[src/rtl/motor_ramp_sequencer.sv]
// Drive-motor sequencer: debounces the operator switches, ramps PWM duty at period
// boundaries and enforces brake plus dead time before any change of direction.
module motor_ramp_sequencer #(
  parameter int PERIOD       = 1000000,
  parameter int DUTY_SLOW    = 200000,
  parameter int DUTY_FAST    = 900000,
  parameter int RAMP_STEP    = 10000,
  parameter int DEAD_PERIODS = 50,
  parameter int DEBOUNCE_CYC = 100000,
  localparam int DW          = $clog2(PERIOD + 1)
) (
  input  logic          clk,
  input  logic          rst_n,
  input  logic          cmd_run,
  input  logic          cmd_dir,
  input  logic          cmd_fast,
  output logic [2:0]    motor_r,
  output logic [2:0]    motor_l,
  output logic [DW-1:0] duty,
  output logic [1:0]    state,
  output logic          busy
);

  localparam int SW = $clog2(DEBOUNCE_CYC + 1);
  localparam int XW = $clog2(DEAD_PERIODS + 1);

  localparam logic [DW-1:0] ZERO_D   = {DW{1'b0}};
  localparam logic [DW-1:0] ONE_D    = DW'(1);
  localparam logic [DW-1:0] PB_CNT   = DW'(PERIOD - 1);
  localparam logic [DW-1:0] STEP_W   = DW'(RAMP_STEP);
  localparam logic [DW-1:0] SLOW_W   = DW'(DUTY_SLOW);
  localparam logic [DW-1:0] FAST_W   = DW'(DUTY_FAST);
  localparam logic [SW-1:0] DEB_LAST = SW'(DEBOUNCE_CYC - 1);
  localparam logic [SW-1:0] DEB_MAX  = SW'(DEBOUNCE_CYC);
  localparam logic [SW-1:0] STAB_ONE = SW'(1);
  localparam logic [XW-1:0] DEAD_LD  = XW'(DEAD_PERIODS);
  localparam logic [XW-1:0] DEAD_ONE = XW'(1);

  typedef enum logic [1:0] {
    ST_IDLE  = 2'b00,
    ST_DRIVE = 2'b01,
    ST_BRAKE = 2'b10,
    ST_DEAD  = 2'b11
  } state_e;

  // Move one step toward tgt, landing exactly on it instead of overshooting.
  function automatic logic [DW-1:0] ramp_toward(input logic [DW-1:0] cur, input logic [DW-1:0] tgt);
    logic [DW-1:0] r;
    if (cur < tgt) begin
      if ((tgt - cur) > STEP_W) r = cur + STEP_W;
      else                      r = tgt;
    end else if (cur > tgt) begin
      if ((cur - tgt) > STEP_W) r = cur - STEP_W;
      else                      r = tgt;
    end else begin
      r = cur;
    end
    return r;
  endfunction

  function automatic logic [DW-1:0] step_down(input logic [DW-1:0] cur);
    logic [DW-1:0] r;
    if (cur > STEP_W) r = cur - STEP_W;
    else              r = ZERO_D;
    return r;
  endfunction

  logic [2:0]    sync1_q, sync1_d, sync2_q, sync2_d, db_q, db_d;
  logic [SW-1:0] stab_q, stab_d;
  logic [DW-1:0] cnt_q, cnt_d, duty_q, duty_d, tgt;
  logic [XW-1:0] dead_cnt_q, dead_cnt_d;
  state_e        state_q, state_d;
  logic          dir_lat_q, dir_lat_d, pwm_q, pwm_d, busy_q, busy_d;
  logic [1:0]    dir_out_q, dir_out_d;
  logic          run_db, dir_db, fast_db, pb;

  // Synchronizer and stability filter; a change entering sync2 restarts the count.
  always_comb begin
    sync1_d = {cmd_run, cmd_dir, cmd_fast};
    sync2_d = sync1_q;
    if (sync1_q != sync2_q) begin
      stab_d = {SW{1'b0}};
    end else if (stab_q != DEB_MAX) begin
      stab_d = stab_q + STAB_ONE;
    end else begin
      stab_d = stab_q;
    end
    if ((sync1_q == sync2_q) && (stab_q == DEB_LAST)) begin
      db_d = sync2_q;
    end else begin
      db_d = db_q;
    end
  end

  // Sequencer next state, duty ramp and registered pin values.
  always_comb begin
    run_db     = db_q[2];
    dir_db     = db_q[1];
    fast_db    = db_q[0];
    pb         = (cnt_q == PB_CNT);
    tgt        = run_db ? (fast_db ? FAST_W : SLOW_W) : ZERO_D;
    cnt_d      = pb ? ZERO_D : (cnt_q + ONE_D);
    state_d    = state_q;
    duty_d     = duty_q;
    dir_lat_d  = dir_lat_q;
    dead_cnt_d = dead_cnt_q;
    case (state_q)
      ST_IDLE: begin
        duty_d = ZERO_D;
        if (run_db) begin
          dir_lat_d = dir_db;
          state_d   = ST_DRIVE;
        end else begin
          state_d = ST_IDLE;
        end
      end
      ST_DRIVE: begin
        // Brake entry is immediate; a coinciding boundary already applies the first brake step.
        if (!run_db || (dir_db != dir_lat_q)) begin
          state_d = ST_BRAKE;
          duty_d  = pb ? step_down(duty_q) : duty_q;
        end else begin
          state_d = ST_DRIVE;
          duty_d  = pb ? ramp_toward(duty_q, tgt) : duty_q;
        end
      end
      ST_BRAKE: begin
        if (run_db && (dir_db == dir_lat_q) && (duty_q != ZERO_D)) begin
          state_d = ST_DRIVE;
          duty_d  = pb ? ramp_toward(duty_q, tgt) : duty_q;
        end else if (pb) begin
          if (duty_q == ZERO_D) begin
            state_d    = ST_DEAD;
            dead_cnt_d = DEAD_LD;
          end else begin
            state_d = ST_BRAKE;
            duty_d  = step_down(duty_q);
          end
        end else begin
          state_d = ST_BRAKE;
        end
      end
      ST_DEAD: begin
        duty_d = ZERO_D;
        if (pb) begin
          if (dead_cnt_q <= DEAD_ONE) begin
            dead_cnt_d = {XW{1'b0}};
            if (run_db) begin
              dir_lat_d = dir_db;
              state_d   = ST_DRIVE;
            end else begin
              state_d = ST_IDLE;
            end
          end else begin
            dead_cnt_d = dead_cnt_q - DEAD_ONE;
            state_d    = ST_DEAD;
          end
        end else begin
          state_d = ST_DEAD;
        end
      end
      default: begin
        state_d = ST_IDLE;
        duty_d  = ZERO_D;
      end
    endcase
    pwm_d = (cnt_q < duty_q);
    case (state_d)
      ST_DRIVE, ST_BRAKE: dir_out_d = dir_lat_d ? 2'b10 : 2'b01;
      default:            dir_out_d = 2'b00;
    endcase
    busy_d = (state_d != ST_IDLE);
  end

  // State and output registers.
  always_ff @(posedge clk or negedge rst_n) begin
    if (!rst_n) begin
      sync1_q    <= 3'b000;
      sync2_q    <= 3'b000;
      db_q       <= 3'b000;
      stab_q     <= {SW{1'b0}};
      cnt_q      <= ZERO_D;
      duty_q     <= ZERO_D;
      dead_cnt_q <= {XW{1'b0}};
      state_q    <= ST_IDLE;
      dir_lat_q  <= 1'b0;
      pwm_q      <= 1'b0;
      dir_out_q  <= 2'b00;
      busy_q     <= 1'b0;
    end else begin
      sync1_q    <= sync1_d;
      sync2_q    <= sync2_d;
      db_q       <= db_d;
      stab_q     <= stab_d;
      cnt_q      <= cnt_d;
      duty_q     <= duty_d;
      dead_cnt_q <= dead_cnt_d;
      state_q    <= state_d;
      dir_lat_q  <= dir_lat_d;
      pwm_q      <= pwm_d;
      dir_out_q  <= dir_out_d;
      busy_q     <= busy_d;
    end
  end

  assign motor_r = {pwm_q, dir_out_q};
  assign motor_l = {pwm_q, dir_out_q};
  assign duty    = duty_q;
  assign state   = state_q;
  assign busy    = busy_q;

endmodule
[config.mk]
export PLATFORM = sky130hd
export DESIGN_NAME = motor_ramp_sequencer
export DESIGN_NICKNAME = d
export VERILOG_FILES = /design/src/rtl/motor_ramp_sequencer.sv
export SDC_FILE = /design/constraint.sdc
export NUM_CORES = 1
export LEC_CHECK = 0
export ABC_CLOCK_PERIOD_IN_PS = 7400
export BUFFER_PORTS_ARGS = -buffer_cell sky130_fd_sc_hd__clkbuf_2
export CORE_UTILIZATION = 40
export CTS_CLUSTER_DIAMETER = 60
export DETAILED_ROUTE_END_ITERATION = 10
export GPL_TIMING_DRIVEN = 0
export HOLD_SLACK_MARGIN = 0.02
export PLACE_DENSITY = 0.62
export RECOVER_POWER = 100
export SYNTH_ARGS = -nofsm -noshare
export SYNTH_HDL_FRONTEND = slang
export SYNTH_SLANG_ARGS = --single-unit
[constraint.sdc]
create_clock -name clk -period 7.4 [get_ports clk]
set_clock_uncertainty 0.15 [all_clocks]
set_input_delay 0.74 -clock clk [delete_from_list [all_inputs] [get_ports clk]]
set_output_delay 0.74 -clock clk [all_outputs]
set_load 0.005 [all_outputs]
==> results.ini <==
[status]
status=finished with violations
violations=capacitance limit, slew limit

[critical_path]
crit_required_ps=7450
r2r_start=db_q[2]
r2r_end=duty[0]
cp_max_fo=10
criticalPathCategory=reg -> reg
worst_r2r_path_depth=15
crit_arrival_ps=6460
r2r_slack_ps=990
startpoint_type=register
end_kind=register

[timing]
layout_min_cycle_time_ps=6406
final-setup-viol-count=0
period_share_pct=86.57
fmaxAchievable_mhz=156.1
tightest_slew_ps=2189
rsz0062_at_grt=no
slew_headroom_pct=-45.91
finalMaxSlewViolations=82
hold_violations=0
setup_ws_ps=993.7
setup_tns_ps=0

[floorplanning]
die_w_um=133.5
core_area_um2=16760
initial_utilization_pct=41.28
chipHeight_um=133.5
row_count=47
ios=34
die_area_um2=17830

[cells_and_area]
utilization_pct=45.68
drive_above_1_share_pct=9.224
n_antenna_cell=0
syn2layout_area_growth_pct=10.65
nets=951

[synthesis]
synth_warnings=0
synth-edff-count=0
synthArstFlopShare_pct=100.0
avgSynthCellArea_um2=8.247
ys_ff_latch=79
synth_nets=906
synthFlopType=dfrtp_1
synth_top_area_share_pct=28.57
yosysTopAreaCell=dfrtp_1
synth_common_cells=dfrtp_1 (79), nor2_1 (76), nand2_1 (69)
synth_area_leaders=dfrtp_1 (29%), ha_1 (11%), xnor2_1 (4.9%)
yosysSeqAreaShare_pct=28.57
synth_area_um2=6919
synthDistinctLibCells=76
yosys.cell_count.top_type=dfrtp_1
synthesis.instances=839

[min_path]
hold_class=reg -> reg
hold_path_depth=0
hold_end=sync2_q[0]
hp-start=sync1_q[0]

[power]
p_leak_nw=3.339
p_per_area_nw_per_um2=121.2
max-vdd-ir-drop_mv=0.1612

[grt]
grt_start_max_net_pins=41
track_usage_pct=23.08
overflow=0
grt_pass1_wl_mm=32.24
grt_antenna_before_repair=0
grt_pass1_vias=6229

[clock_network]
cts.path.max_buffers=2
path_clk_slew_ps=60
cts.htree.levels=3
cts-root-buf=clkbuf_16
ctsResizeCount=0
post-cts-setup-buffers=0
cts_sinks=79
cts_hold_buf=0
clkLatencyLatePin_ps=360
cts_tree=built
cts_buffers=9

[placed_design]
hpwl_mm=14.85
numPortBuffers=33
routabilityCongestion=0.9174
place_ws_ps=1614

[job]
max_cap_viol_count=2

[routing]
routed_wirelength_mm=19.83
drt_iter0_drc=489
via_per_inst=5.821
ant_nets=0
drtPass1Iterations=6
drt-wirelength-per-cell_um=17.88
drc=0
via_count=6455

-- cell families after synthesis --
kind of cell / share of synthesized area (%)
simple gates: 22.12
xor+xnor: 7.848
fa+ha+maj: 11.32
mux: 1.555
buf+inv: 5.172
compound gates: 23.42
flops: 28.57
-- power breakdown --
part           internal [mW]  switching, mW  leakage, nW
clock network          0.282          0.195        0.152
logic                0.00308         0.0121         2.11
registers              0.434        0.00178         1.08
total                  0.719          0.209         3.34
-- flip-flops by register name (all words and copies together) (netlist names) --
name and count:
pwm_q 1, cnt_q 20, busy 1, dir_lat_q 1, stab_q 17, sync1_q 3
dir_out_q 2, sync2_q 3, state 2, dead_cnt_q 6, db_q 3, duty 20
-- metal layers --
metal	part of all wire, %	global-route usage [%]	wire (um)	up-vias
met2	44	35.36	8712	234
met3	6.9	4.680	1370	39
met1	46	31.21	9079	3054
met5	0	0	0	-
li1	-	-	-	3128
met4	3.4	10.54	669	0
-- critical path, cell delays in order (launching register included) --
cell,delay (ps)
dfrtp_1,490
clkbuf_1,430
inv_1,320
nor2_1,870
inv_1,380
ha_1,310
nor2_1,260
a211oi_1,170
o31ai_1,470
o2111a_1,270
o22ai_1,90
nor4_2,360
clkbuf_1,560
a22oi_1,260
o31ai_1,670
a21boi_0,190
-- worst max path at each step --
stage	start	end	slack [ps]	depth (start not counted)
after floorplan	db_q[2]	duty[13]	3350	16
after global placement	db_q[2]	duty[10]	1570	15
after detailed placement	db_q[2]	duty[12]	1610	15
after CTS	db_q[2]	duty[12]	1590	15
after global routing	db_q[2]	duty[0]	770	15
final	db_q[2]	duty[0]	990	15
-- cell type report --
cell class,instances,area [um2]
sequential,79,1977
buffer,39,182.7
clock buffer,11,252.7
clock inverter,5,63.81
fill,1691,9104
tap,220,275.3
timing repair buffer,34,157.7
multi-input combinational,675,4574
inverter,46,172.7
-- layout by cell type, fill, tap and decap left out, types with 9 or more instances in the layout --
cell       count
o21a_1        10
o22ai_1        9
xor2_1        23
o21ai_0       47
xnor2_1       39
a31oi_1       13
and2_1        10
nor2_1        76
and3_1        16
buf_2         11
nand2_1       69
a21o_1        22
nand3_1       38
o31ai_1        9
a21oi_1       60
clkbuf_1      30
ha_1          61
nand2b_1       9
nor3_1        15
inv_1         46
dfrtp_1       79
nand4_1       13
a211oi_1      17
or3_1         13
clkbuf_16      9
clkbuf_2      24
-- stage by stage --
step | total power, mW | area, um2 | hold slack (ps) | instances
finish | 0.9283 | 7656 | 242.6 | 1109
global route | 0.9543 | 7656 | 264.7 | 1109
CTS | 0.9401 | 7699 | 245.5 | 1109
detailed placement | 0.4615 | 7382 | 233.7 | 1093
global placement | 0.4600 | 7360 | 230.8 | 1092
floorplan | 0.4485 | 6919 | 222.7 | 839
Power figures use the tool's default switching activity.
